===== src/rtl/cv32e40p_fpu_req_buffer.sv =====
// FP request FIFO between the CV32E40P FP decoder and the FPnew wrapper.
// Tracks per-group occupancy and drops illegal encodings with a one-cycle flag.
module cv32e40p_fpu_req_buffer #(
   parameter int DEPTH        = 4,
   parameter int FLEN         = 32,
   parameter int NUM_OPERANDS = 3,
   parameter int TAG_WIDTH    = 5,
   parameter bit FALL_THROUGH = 1'b0,
   localparam int CW          = $clog2(DEPTH + 1)
) (
   input  logic                         clk,
   input  logic                         rst,
   input  logic                         flush_i,
   input  logic                         in_valid_i,
   output logic                         in_ready_o,
   input  logic [3:0]                   in_op_i,
   input  logic                         in_op_mod_i,
   input  logic [2:0]                   in_src_fmt_i,
   input  logic [2:0]                   in_dst_fmt_i,
   input  logic [1:0]                   in_int_fmt_i,
   input  logic [2:0]                   in_rnd_i,
   input  logic [NUM_OPERANDS*FLEN-1:0] in_operands_i,
   input  logic [TAG_WIDTH-1:0]         in_tag_i,
   output logic                         out_valid_o,
   input  logic                         out_ready_i,
   output logic [3:0]                   out_op_o,
   output logic                         out_op_mod_o,
   output logic [2:0]                   out_src_fmt_o,
   output logic [2:0]                   out_dst_fmt_o,
   output logic [1:0]                   out_int_fmt_o,
   output logic [2:0]                   out_rnd_o,
   output logic [NUM_OPERANDS*FLEN-1:0] out_operands_o,
   output logic [TAG_WIDTH-1:0]         out_tag_o,
   output logic [CW-1:0]                count_o,
   output logic                         full_o,
   output logic                         empty_o,
   output logic [3:0]                   grp_pending_o,
   output logic                         illegal_o
);

   localparam int PW = $clog2(DEPTH);
   localparam int OW = NUM_OPERANDS * FLEN;
   localparam int EW = 16 + OW + TAG_WIDTH;
   localparam logic [PW-1:0] LAST = PW'(DEPTH - 1);

   function automatic logic [1:0] grp_of(input logic [3:0] op);
      unique case (1'b1)
         (op <= 4'd3):                 grp_of = 2'd0;
         (op >= 4'd4 && op <= 4'd5):   grp_of = 2'd1;
         (op >= 4'd6 && op <= 4'd9):   grp_of = 2'd2;
         default:                      grp_of = 2'd3;
      endcase
   endfunction

   function automatic logic [PW-1:0] ptr_nxt(input logic [PW-1:0] p);
      ptr_nxt = (p == LAST) ? '0 : p + 1'b1;
   endfunction

   logic [EW-1:0]   mem [DEPTH];
   logic [PW-1:0]   wptr, rptr;
   logic [CW-1:0]   count_q;
   logic [CW-1:0]   grp_cnt [4];
   logic            illegal_q;

   logic [EW-1:0]   in_word, head_word, out_word;
   logic            legal, bypass, push, pop, wr, rd;
   logic [1:0]      in_grp, head_grp;

   assign in_word = {in_op_i, in_op_mod_i, in_src_fmt_i, in_dst_fmt_i,
                     in_int_fmt_i, in_rnd_i, in_operands_i, in_tag_i};

   assign legal = (in_op_i != 4'd15) && (in_src_fmt_i <= 3'd4)
               && (in_dst_fmt_i <= 3'd4);

   assign empty_o    = (count_q == '0);
   assign full_o     = (count_q == CW'(DEPTH));
   assign count_o    = count_q;
   assign illegal_o  = illegal_q;
   assign in_ready_o = !full_o && !flush_i;

   assign bypass = FALL_THROUGH && empty_o;
   assign head_word = mem[rptr];
   assign out_word  = bypass ? in_word : head_word;

   assign {out_op_o, out_op_mod_o, out_src_fmt_o, out_dst_fmt_o,
           out_int_fmt_o, out_rnd_o, out_operands_o, out_tag_o} = out_word;

   assign out_valid_o = bypass ? (in_valid_i && legal && !flush_i) : !empty_o;

   assign push = in_valid_i && in_ready_o && legal;
   assign pop  = out_valid_o && out_ready_i && !flush_i;

   // A bypassed request consumed in the same cycle never touches storage
   assign wr = push && !(bypass && pop);
   assign rd = pop && !bypass;

   assign in_grp   = grp_of(in_op_i);
   assign head_grp = grp_of(head_word[EW-1 -: 4]);

   always_ff @(posedge clk) begin
      if (wr) mem[wptr] <= in_word;
   end

   always_ff @(posedge clk) begin
      if (rst || flush_i) begin
         wptr      <= '0;
         rptr      <= '0;
         count_q   <= '0;
         illegal_q <= 1'b0;
         for (int g = 0; g < 4; g++) grp_cnt[g] <= '0;
      end else begin
         illegal_q <= in_valid_i && in_ready_o && !legal;
         if (wr) wptr <= ptr_nxt(wptr);
         if (rd) rptr <= ptr_nxt(rptr);
         unique case ({wr, rd})
            2'b10:   count_q <= count_q + 1'b1;
            2'b01:   count_q <= count_q - 1'b1;
            default: count_q <= count_q;
         endcase
         for (int g = 0; g < 4; g++) begin
            if (wr && in_grp == 2'(g) && !(rd && head_grp == 2'(g)))
               grp_cnt[g] <= grp_cnt[g] + 1'b1;
            else if (rd && head_grp == 2'(g) && !(wr && in_grp == 2'(g)))
               grp_cnt[g] <= grp_cnt[g] - 1'b1;
         end
      end
   end

   always_comb begin
      grp_pending_o = '0;
      for (int g = 0; g < 4; g++) grp_pending_o[g] = (grp_cnt[g] != '0);
   end

   logic [CW+1:0] grp_sum;

   always_comb begin
      grp_sum = '0;
      for (int g = 0; g < 4; g++) grp_sum = grp_sum + (CW+2)'(grp_cnt[g]);
   end

   always_ff @(posedge clk) begin
      if (!rst) begin
         assert (count_q <= CW'(DEPTH));
         assert (grp_sum == (CW+2)'(count_q));
      end
   end

   if (!FALL_THROUGH) begin : g_stable
      assert property (@(posedge clk) disable iff (rst)
         (out_valid_o && !out_ready_i && !flush_i) |=> $stable(out_word));
   end

endmodule


===== config.mk =====
export PLATFORM = sky130hd
export DESIGN_NAME = cv32e40p_fpu_req_buffer
export DESIGN_NICKNAME = d
export VERILOG_FILES = /design/src/rtl/cv32e40p_fpu_req_buffer.sv
export SDC_FILE = /design/constraint.sdc
export NUM_CORES = 1
export LEC_CHECK = 0
export CORE_MARGIN = 2
export CORE_UTILIZATION = 30
export DETAILED_ROUTE_END_ITERATION = 10
export GPL_TIMING_DRIVEN = 0
export SYNTH_ARGS = -nofsm -noshare
export SYNTH_HDL_FRONTEND = slang
export SYNTH_SLANG_ARGS = --single-unit

===== constraint.sdc =====
create_clock -name clk -period 11.3 [get_ports clk]
set_input_delay 2.26 -clock clk [delete_from_list [all_inputs] [get_ports clk]]
set_output_delay 2.26 -clock clk [all_outputs]
set_load 0.02 [all_outputs]

Word-level counts from Yosys, hierarchy flattened
Memory sizes are Yosys's and may differ from the RTL's. A register that Yosys moved wholly into a read port is not among the register bits.
Cells that the tools add are included.
Widths: inputs -> output; s select.
- register bits after elaboration: 8
- bits in latches: 0
- memory bits (writable): 480
- bits in read-only memories: 0
- input bits: 122
- output and inout port bits: 129
- logic and storage cells: 146
- memories: 2
- add/subtract/negate cells: 12
- multiply operators: 0
- div/mod/pow operators: 0
- order comparisons: 12
- equality and inequality tests: 12
- shift-type cells: 0
- multiplexer cells: 47
- bitwise operators: 8
- reductions and logical operators: 49
- memories (name ; depth ; width ; rd ports ; clocked after Yosys merged registers in ; write ports ; line ; text):
    mem ; 4 ; 117 ; 1 ; 1 ; 1 ; 59 ; logic [EW-1:0] mem [DEPTH];
    grp_cnt ; 4 ; 3 ; 4 ; 0 ; 4 ; 62 ; logic [CW-1:0] grp_cnt [4];
- operators by type and width (cell ; number):
    $mux 1 ; 32
    $logic_and 1x1->1 ; 28
    $mux 3 ; 8
    $ge 4x3->1 const B ; 4
    $add 3x1->3 const B ; 5
    $sub 3x1->3 const B ; 5
    $eq 2x2->1 const B ; 7
    $logic_not 1->1 ; 12
    $pmux 2 s3 ; 2
    $reduce_bool 3->1 ; 4
    $le 4x2->1 const B ; 2
    $le 4x3->1 const B ; 2
    $le 4x4->1 const B ; 2
    $mux 2 ; 4
    $or 1x1->1 ; 8
    $eq 2x1->1 const B ; 3
    $le 3x3->1 const B ; 2
    $pmux 3 s2 ; 1
    $add 2x1->2 const B ; 2
    $logic_not 2->1 ; 2
    $ne 4x4->1 const B ; 1
    $eq 3x3->1 const B ; 1
    $logic_not 3->1 ; 1
    $reduce_bool 2->1 ; 1
    $logic_or 1x1->1 ; 1

Longest topological paths before layout
- word-level depth: 13
- depth in mapped cells: 12
- mapped depth without buffers: 10

Worst setup path before layout
Ideal clock, no wire load.
- kind: input to register
- start point: in flush_i
- end point: mem mem[3][0] (netlist name), enable pin
- library setup time: 0.490 ns
- arrival time: 5.860 ns
- data required time: 10.810 ns
- path slack: 4.950 ns
- stages on the path: 5
- path buffers: 2
- path through: clkbuf_1 -> nor2b_1 -> and4b_1 -> clkbuf_1 -> and3_1
- longest elaborated chain between the ends: 6
- RTL lines (element ; line ; text):
    start: declaration ; 13 ; input logic flush_i,
    $logic_not 1->1 ; 79 ; assign in_ready_o = !full_o && !flush_i;
    $logic_and 1x1->1 ; 79 ;
    $logic_and 1x1->1 (2 in series) ; 90 ; assign push = in_valid_i && in_ready_o && legal;
    $mux 1 ; 101 ; if (wr) mem[wptr] <= in_word;
    $mux 1 (not written as such) ; 101 ;
    end: declaration ; 59 ;
Every way passes these cells.

==> summary.md <==
| Metric | Value |
|---|---|
| Core ar. | 60500 µm² |
| Quantity of hold-fixing buffers added after cts | 0 |
| Clk root buf | clkbuf_16 |
| Total power | 0.00380 W |
| Flops & latches, synth | 490 |
| # Post-CTS Setup Buffers | 0 |
| Initial Util | 0.304 |
| Site row count | 90 |
| Seq/Total Area, Yosys | 0.794 |
| Number of DRC markers in iteration 0 | 533 |
| Syn_nets | 918 |
| Post-synthesis cell type count | 49 |
| Arr. time, crit path | 3.43 ns |
| CTS clock-pin slew for the worst setup and hold paths | 0.06 ns |
| RSZ-0062 raised after global routing | no |
| Fin nets | 1229 |
| Hold Fails Final Rpt | 0 |
| TritonCTS clock tree | yes |
| Final Max Tran Viols | 0 |
| PwrDens | 160 nW/µm² |
| Synth warnings | 0 |
| Global-route usage over all layers | 0.125 |
| Min Tclk post-route | 5.69 ns |
| EDFF count, synth | 480 |
| Syn Inst Count | 783 |
| GPL Wtd Cong | 0.716 |
| CP max FO | 10 |
| Via count | 8948 |
| Setup_tns | 0 ns |
| Number of global-route vias before repair | 9610 |
| # DRC | 0 |
| Pleak | 7.33 nW |
| Worst Path Class, Setup | flop to primary output |
| Crit path launch type | flop |
| Hold slack | 0.497 ns |
| CTS Sinks | 490 |
| Initial DRT Pass Iterations | 7 |
| Maximum buffer depth of the clock tree | 3 |
| Congestion Overflow GR | 0 |
| Post-CTS sizing | 0 |
| Met3 Routed Length | 2150 µm |
| Max Fclk | 176 MHz |
| Die Ht | 252 µm |
| Area of the mapped netlist | 18400 µm² |
| Clk_lat worst skew | 0.58 ns |
| Met2 WL post-DR | 19800 µm |
| Cell Chain, Critical Path | buf_2, buf_1, clkbuf_1, mux4_2, clkdlybuf4s50_1 |
| Run status | finished clean |
| Req. time, crit path | 9.04 ns |
| Ant. Diodes | 0 |
| Syn_area_per_cell | 23.5 µm² |
| Antenna violations before repair | 2 |
| Actual slew at the worst max-slew pin | 0.932 ns |
| Most used DFF post-synth | edfxtp_1 |
| WP buf/inv | 4 |
| I/O Buffers | 249 |
| I/O pin cnt | 251 |
| Via density per instance | 4.67 |
| Worst setup EP type | primary output |
| Area Growth Syn to Fin | 29.0% |
| Wire length per cell | 20.8 µm |
| Die X | 252 µm |
| Layout cells sized above 1 | 0.199 |
| DIE AREA | 63400 µm² |
| Pin count of the biggest net entering global routing | 49 |
| Critical path's top delay family | buffers and inverters |
| Fin crit share | 0.503 |
| Min-delay worst type | flop to flop |
| Max incr delay on CP | 0.69 ns |
| Maxcap violations | 0 |
| Worst clock skew | 0.0139 ns |
| Drt total wl | 39800 µm |
| Crit path max-delay cell type | clkbuf_1 |
| VDD IR max | 0.118 mV |
| ANT nets after route | 0 |
| TritonCTS Buffers | 52 |
| Top Layer Used | met5 |
| Ys async rst share | 0 |
| Slew margin rel. | 0.379 |
| WL met1 | 17000 µm |
| Final setup viols | 0 |
| H-tree depth | 2 |
| Post-DP HPWL | 25000 µm |
| First-pass GRT wire length | 59400 µm |
-- layout by cell type (no fill, tap or decap), drive strengths merged, types with 4 or more instances in the layout --
cell           netlist  routed
edfxtp             480     480
clkdlybuf4s50        0     249
mux4               117     117
clkbuf              16      77
buf                 16      24
clkinv               0      24
inv                 16      19
nor2                11      11
a21oi               11      11
o21ai               11      11
dfxtp               10      10
ha                   9       9
nand3                8       8
or3                  7       7
nor2b                7       7
a211oi               5       5
and3                 5       5
or2                  4       4
mux2i                4       4
xor2                 4       4
fa                   4       4
bufinv               0       4
-- per-layer routing --
layer	vias to the layer above	global-route usage
met4	2	0.0333
met5	-	0
met3	61	0.0298
met2	213	0.211
li1	3949	-
met1	4723	0.162
-- sequential cells by signal, indices dropped and copies added (netlist names), named ones only --
name       count
rptr           2
mem          468
grp_cnt       12
count_o        3
wptr           2
illegal_o      1
-- synthesized netlist by cell type, types with 2 or more instances --
cell | number | share of area
mux4_2 | 117 | 0.14
or3_1 | 7 | 0.0024
buf_2 | 13 | 0.0035
a211oi_1 | 5 | 0.0020
or4_1 | 2 | 0.00082
o211ai_1 | 3 | 0.0012
dfxtp_1 | 10 | 0.011
fa_1 | 4 | 0.0043
nor2b_1 | 6 | 0.0020
and3_1 | 5 | 0.0017
nand3_1 | 8 | 0.0022
edfxtp_1 | 480 | 0.78
clkbuf_1 | 16 | 0.0033
inv_1 | 16 | 0.0033
o21ai_0 | 9 | 0.0024
a21oi_1 | 11 | 0.0030
mux2i_1 | 4 | 0.0022
nor3b_1 | 3 | 0.0012
or2_2 | 4 | 0.0014
buf_1 | 2 | 0.00041
ha_1 | 9 | 0.0061
nand2b_1 | 3 | 0.0010
nand4_1 | 2 | 0.00068
xor2_1 | 4 | 0.0019
nor2_1 | 11 | 0.0022
nor3_1 | 2 | 0.00054
o2111ai_1 | 3 | 0.0014
nand2_1 | 3 | 0.00061
-- metrics by stage --
stage / area [µm²] / util / cells / setup WS, ns
floorplan: 18400 / - / 783 / 4.95
global placement: 21900 / 0.362 / 1814 / 1.15
detailed placement: 22100 / 0.366 / 1822 / 5.72
CTS: 23800 / 0.393 / 1915 / 5.40
global route: 23800 / 0.393 / 1915 / 5.35
finish: 23800 / 0.393 / 1915 / 5.61
-- path summary, 6_finish.rpt --
| path | from | endpoint | slack [ns] | cells after the start |
|---|---|---|---|---|
| max | flop | out_op_o[0] | 5.61 | 5 |
| min | rptr[1]$_SDFFE_PP0P_ | rptr[1]$_SDFFE_PP0P_ | 0.50 | 2 |
| max reg2reg | flop | grp_cnt[0][2]$_SDFFCE_PN0P_ | 8.05 | 9 |
| min reg2reg | rptr[1]$_SDFFE_PP0P_ | rptr[1]$_SDFFE_PP0P_ | 0.50 | 2 |
-- power by group --
part	leakage [nW]	switching, W	internal (W)	total, W
Combinational	2.10	0.0000765	0.0000804	0.000157
Clock	0.801	0.000679	0.000948	0.00163
Sequential	4.44	0.00000425	0.00201	0.00202
-- logic make-up (layout without fill, tap and decap cells) --
family / count (synthesis) / in the layout / share of synthesized area
flops: 490 / 490 / 0.794
mux: 121 / 121 / 0.145
fa+ha+maj: 13 / 13 / 0.0105
compound gates: 43 / 43 / 0.0158
xor+xnor: 5 / 5 / 0.00238
buf+inv: 48 / 398 / 0.0111
simple gates: 63 / 63 / 0.0212
-- cell type report --
cell class	count	area (µm²)
Sequential cell	490	14600
Clock inverter	32	277
Clock buffer	61	1360
Tap cell	782	978
Timing Repair Buffer	257	2710
Inverter	16	60.1
Multi-Input combinational cell	245	3610
Buffer	32	144
Fill cell	5380	36700
-- worst reg2reg max path: cells and delay by family (launching register included) --
kind	cells	cell delay (ns)
simple gates	3	1.05
mux	1	0.65
fa+ha+maj	1	0.38
compound gates	2	0.37
flops	1	0.33
buf+inv	1	0.16
xor+xnor	1	0.16
(Power assumes the default switching activity.)
